**config.mk**
```make
export PLATFORM = sky130hd
export DESIGN_NAME = pipeline_sequencer
export DESIGN_NICKNAME = d
export VERILOG_FILES = /design/src/rtl/pipeline_sequencer.sv
export SDC_FILE = /design/constraint.sdc
export NUM_CORES = 1
export LEC_CHECK = 0
export ABC_AREA = 1
export BUFFER_PORTS_ARGS = -buffer_cell sky130_fd_sc_hd__buf_2
export CAP_MARGIN = 20
export CORE_MARGIN = 2
export CORE_UTILIZATION = 44
export DETAILED_ROUTE_END_ITERATION = 10
export PLACE_DENSITY = 0.79
export SYNTH_ARGS = -nofsm -noshare
export SYNTH_HDL_FRONTEND = slang
export SYNTH_SLANG_ARGS = --single-unit
```
**constraint.sdc**
```tcl
create_clock -name clk -period 1.53 [get_ports clk]
set_input_delay 0.153 -clock clk [delete_from_list [all_inputs] [get_ports clk]]
set_output_delay 0.153 -clock clk [all_outputs]
set_load 0.01 [all_outputs]
```
**src/rtl/pipeline_sequencer.sv**
```systemverilog
// Stall/flush/PC-sequencing controller for the five-stage pipeline: reset-vector
// load, load-use bubbles, branch squash, and interrupt drain/push/vector entry.
//
// state   | meaning
// VEC_HI  | load PC[31:16] from vector word vec_base
// VEC_LO  | load PC[15:0] from vector word vec_base+1, ack if interrupt vector
// RUN     | normal issue: interrupt entry, branch, load-use bubble, increment
// DRAIN   | hold fetch, let older instructions retire
// PUSH_HI | push resume PC[31:16]
// PUSH_LO | push resume PC[15:0]
module pipeline_sequencer #(
    parameter int          DRAIN_CYCLES = 3,
    parameter logic [15:0] RST_VEC      = 16'h0000,
    parameter logic [15:0] INT_VEC      = 16'h0002
) (
    input  logic        clk,
    input  logic        reset,
    input  logic        de_mem_read,
    input  logic [2:0]  de_rdst,
    input  logic [2:0]  fd_rsrc1,
    input  logic [2:0]  fd_rsrc2,
    input  logic        fd_use1,
    input  logic        fd_use2,
    input  logic        ex_branch_taken,
    input  logic        int_req,
    output logic        pc_write,
    output logic [1:0]  pc_sel,
    output logic        pc_half,
    output logic        fd_write,
    output logic        fd_flush,
    output logic        de_flush,
    output logic        vec_rd,
    output logic [15:0] vec_addr,
    output logic        stk_push,
    output logic        stk_word_sel,
    output logic        int_ack,
    output logic        busy
);

    localparam logic [2:0] VEC_HI  = 3'd0;
    localparam logic [2:0] VEC_LO  = 3'd1;
    localparam logic [2:0] RUN     = 3'd2;
    localparam logic [2:0] DRAIN   = 3'd3;
    localparam logic [2:0] PUSH_HI = 3'd4;
    localparam logic [2:0] PUSH_LO = 3'd5;

    localparam logic [1:0] SEL_INC = 2'b00;
    localparam logic [1:0] SEL_BR  = 2'b01;
    localparam logic [1:0] SEL_MEM = 2'b10;

    localparam logic [2:0] DRAIN_LOAD = 3'(DRAIN_CYCLES - 1);

    logic [2:0]  state, state_nxt;
    logic [15:0] vec_base, vec_base_nxt;
    logic [2:0]  drain_cnt, drain_cnt_nxt;
    logic        int_pend;
    logic        hazard;

    assign hazard = de_mem_read &&
                    ((fd_use1 && (fd_rsrc1 == de_rdst)) ||
                     (fd_use2 && (fd_rsrc2 == de_rdst)));

    always_comb begin
        state_nxt     = state;
        vec_base_nxt  = vec_base;
        drain_cnt_nxt = drain_cnt;
        pc_write      = 1'b0;
        pc_sel        = SEL_INC;
        pc_half       = 1'b0;
        fd_write      = 1'b0;
        fd_flush      = 1'b0;
        de_flush      = 1'b0;
        vec_rd        = 1'b0;
        vec_addr      = 16'h0000;
        stk_push      = 1'b0;
        stk_word_sel  = 1'b0;
        int_ack       = 1'b0;
        busy          = 1'b0;

        // Outputs follow reset immediately, independent of the clock.
        if (!reset) begin
            fd_flush = 1'b1;
            de_flush = 1'b1;
            busy     = 1'b1;
        end else begin
            case (state)
                VEC_HI, VEC_LO: begin
                    vec_rd   = 1'b1;
                    pc_write = 1'b1;
                    pc_sel   = SEL_MEM;
                    fd_flush = 1'b1;
                    de_flush = 1'b1;
                    busy     = 1'b1;
                    if (state == VEC_HI) begin
                        vec_addr  = vec_base;
                        pc_half   = 1'b1;
                        state_nxt = VEC_LO;
                    end else begin
                        vec_addr  = vec_base + 16'd1;
                        int_ack   = (vec_base == INT_VEC);
                        state_nxt = RUN;
                    end
                end
                RUN: begin
                    // A branch in EX must redirect before the interrupt freezes the PC.
                    if (int_pend && !ex_branch_taken) begin
                        fd_flush      = 1'b1;
                        drain_cnt_nxt = DRAIN_LOAD;
                        state_nxt     = DRAIN;
                    end else if (ex_branch_taken) begin
                        pc_write = 1'b1;
                        pc_sel   = SEL_BR;
                        fd_write = 1'b1;
                        fd_flush = 1'b1;
                        de_flush = 1'b1;
                    end else if (hazard) begin
                        de_flush = 1'b1;
                    end else begin
                        pc_write = 1'b1;
                        fd_write = 1'b1;
                    end
                end
                DRAIN: begin
                    fd_flush = 1'b1;
                    busy     = 1'b1;
                    if (ex_branch_taken) begin
                        pc_write = 1'b1;
                        pc_sel   = SEL_BR;
                        de_flush = 1'b1;
                    end
                    if (drain_cnt == 3'd0) begin
                        state_nxt = PUSH_HI;
                    end else begin
                        drain_cnt_nxt = drain_cnt - 3'd1;
                    end
                end
                PUSH_HI, PUSH_LO: begin
                    stk_push = 1'b1;
                    fd_flush = 1'b1;
                    de_flush = 1'b1;
                    busy     = 1'b1;
                    if (state == PUSH_HI) begin
                        stk_word_sel = 1'b1;
                        state_nxt    = PUSH_LO;
                    end else begin
                        vec_base_nxt = INT_VEC;
                        state_nxt    = VEC_HI;
                    end
                end
                default: begin
                    busy      = 1'b1;
                    state_nxt = VEC_HI;
                end
            endcase
        end
    end

    always_ff @(posedge clk or negedge reset) begin
        if (!reset) begin
            state     <= VEC_HI;
            vec_base  <= RST_VEC;
            drain_cnt <= 3'd0;
        end else begin
            state     <= state_nxt;
            vec_base  <= vec_base_nxt;
            drain_cnt <= drain_cnt_nxt;
        end
    end

    // Ack wins over a new request in the same cycle; a held request re-latches next edge.
    always_ff @(posedge clk or negedge reset) begin
        if (!reset) begin
            int_pend <= 1'b0;
        end else if (int_ack) begin
            int_pend <= 1'b0;
        end else if (int_req) begin
            int_pend <= 1'b1;
        end
    end

endmodule

```
==> summary.md <==
| Metric | Value |
|---|---|
| Placement row count | 15 |
| Fin nets | 189 |
| Seq/Total Area, Yosys | 24.2% |
| 1st-iter DRT viols | 20 |
| Endpoints failing setup | 6 |
| Yosys cell types | 27 |
| Synthesis-to-layout area growth | 38.4% |
| Final Max Tran Viols | 0 |
| Final ANT Viol Nets | 0 |
| Post-route setup slack | -57.2 ps |
| Avg Cell Area, Syn | 6.63 um2 |
| WP data required | 1380 ps |
| VDD IR max | 0.000853 V |
| Clk Latency, worst-skew pair | 260 ps |
| Die Wd | 47.4 um |
| Hold path depth | 3 |
| GP Congestion | 0.836 |
| Core Area | 1750 um2 |
| Period minus WS final | 1590 ps |
| # DRC | 0 |
| Reg-to-reg endpoint | drain_cnt[0]$_DFFE_PN0P_ |
| First-pass GRT wire length | 3220 um |
| Hold/Removal Path Class | input port to flip-flop |
| Vias in the first global route | 767 |
| Reg2Reg Setup Slack | -50 ps |
| Initial antenna violation count | 0 |
| Fin crit share | 104% |
| ANT cells | 0 |
| P_leak | 0.649 nW |
| CP endpoint kind | output port |
| Routed vias/inst | 4.77 |
| Ys async rst share | 100% |
| Hold EP | int_pend$_DFFE_PN0P_ |
| Final hold violation count | 0 |
| Max Clk Rate | 630 MHz |
| Initial core utilization | 47.5% |
| Ports | 44 |
| Skew final | 5.45 ps |
| Max clock buf depth | 2 |
| Register bit total from synthesis | 8 |
| Filler Cell Count | 157 |
| Pre-antenna DRT Iters | 4 |
| CTS tree | yes |
| Number of port buffers | 29 |
| Yosys top cell area share | 24.2% |
| Mapped Area | 828 um2 |
| Instance count of the mapped netlist | 125 |
| Post-synth top area cell | dfrtp_1 |
| Average routed wire per standard cell | 11.9 um |
| Setup crit start | state[2]$_DFFE_PN0P_ |
| Power Dens Cells | 1350 nW/um2 |
| Die footprint | 2250 um2 |
| Top cells by area, synth | dfrtp_1, buf_4, nand2_1 |
| Critical path data arrival time | 1430 ps |
| Crit Path Class | flip-flop to output port |
| Most frequent cell after synthesis | nand2_1 |
| Area of the multi-input gates | 522 um2 |
| Die Ht | 47.4 um |
| Startpoint types | flip-flop |
| Most frequent cells after synthesis | nand2_1, inv_1, nor2_1 |
| GRT overflow | 0 |
| Failing checks | setup timing |
| R2R Path Start | state[2]$_DFFE_PN0P_ |
| Post-DP HPWL | 1530 um |
| Vias | 926 |
| Final Util | 65.7% |
| Root Buffer | clkbuf_4 |
| RSZ-0062 raised after global routing | yes |
| Worst Hold Launch | int_req |
| Final WL | 2320 um |
| Clock sinks | 8 |
| # Max-Cap Violations | 0 |
| Crit-path max FO | 3 |
| Worst-path clk slew | 50 ps |
| GRT Overall Usage | 20.7% |
| Storage cell area | 201 um2 |
| EDFF count, synth | 0 |
| Final setup TNS | -184 ps |
| YS warnings | 0 |
| Ys flop type | dfrtp_1 |
| Clock H-tree levels | 1 |
| Largest net degree at the start of global routing | 10 |
| Worst R2R Path Depth | 10 |
| CTS Buf Count | 3 |
| Ratio of cells with drive above 1 in the final layout | 43.2% |
| Outcome | complete, but fails checks |
| Final Hold Slack | 120 ps |
metrics by stage:
step / setup WS, ps / instance area, um2 / power (mW) / std cells
after floorplan: 178 / 877 / 0.934 / 138
after global placement: 173 / 950 / 1.07 / 179
after detailed placement: 120 / 950 / 1.11 / 179
after CTS: -32.2 / 1020 / 1.34 / 186
after global routing: -154 / 1150 / 1.67 / 194
final: -57.2 / 1150 / 1.55 / 194
metal layers:
metal / up-vias / share of wire, % / wire length, um / GRT usage (%)
li1: 449 / - / - / -
met5: - / 0 / 0 / 0
met1: 414 / 39 / 911 / 26.8
met2: 57 / 50 / 1160 / 33.0
met4: 0 / 1.6 / 37 / 5.00
met3: 6 / 9.0 / 208 / 7.31
flip-flops by register name, summed over array words and instances (netlist names):
name,cells
int_pend,1
vec_base,1
state,3
drain_cnt,3
cell type report:
class                           instances  area share (%)
Sequential cell                         8            17.6
Multi-Input combinational cell         90            45.5
Tap cell                               25            2.73
Timing Repair Buffer                   44            23.9
Inverter                               24            8.30
Clock buffer                            3            1.97
kinds of logic (layout without fill, tap and decap cells):
family / after synthesis / count (layout) / synth area share (%)
and+or+nand+nor: 57 / 57 / 31.6
buffers and inverters: 40 / 71 / 26.1
AOI/OAI and AO/OA: 16 / 16 / 13.6
DFF: 8 / 8 / 24.2
adders and majority gates: 2 / 2 / 3.02
other: 1 / 14 / 0.453
xor gates and xnor gates: 1 / 1 / 1.06
repair_timing:
| item | in CTS | in global routing |
|---|---|---|
| gates cloned | 0 | 0 |
| setup buffers | 2 | 8 |
| hold endpoints to repair | 8 | 0 |
| resized for setup | 6 | 18 |
| hold buffers | 2 | 0 |
| pin swaps | 3 | 10 |
| setup endpoints to repair | 4 | 8 |
how the worst max path moves through the flow:
stage / depth (start not counted) / slack [ps] / to
final: 5 / -60 / de_flush
after global routing: 7 / -150 / pc_write
after CTS: 6 / -30 / pc_write
after detailed placement: 8 / 120 / drain_cnt[0]$_DFFE_PN0P_
after global placement: 6 / 170 / pc_write
after floorplan: 5 / 180 / pc_write
cell usage in the layout (no fill, tap or decap), types with 2 or more instances in the layout:
cell type,count
buf_2,29
nand2_1,25
inv_1,18
conb_1,14
nor2_1,12
buf_4,10
dfrtp_1,7
nor3_1,4
nor2_2,4
inv_2,4
a21oi_2,4
nand2_2,4
nand3_1,3
o22ai_2,3
clkbuf_4,3
buf_6,3
inv_4,2
o211ai_1,2
ha_1,2
dlygate4sd3_1,2
worst max-delay path, cell delays in order, from the launching register on:
cell and delay, ps:
dfrtp_2 450, nor3_4 250, buf_6 130, a21oi_2 40, o21bai_1 150, buf_2 150
power by group:
part | switching [mW] | total [mW] | leakage, nW | internal, mW
Sequential | 0.0781 | 0.372 | 0.0885 | 0.294
Clock | 0.0711 | 0.161 | 0.0138 | 0.0897
Combinational | 0.585 | 1.01 | 0.547 | 0.428
Total | 0.734 | 1.55 | 0.649 | 0.812
Power figures use the tool's default switching activity.
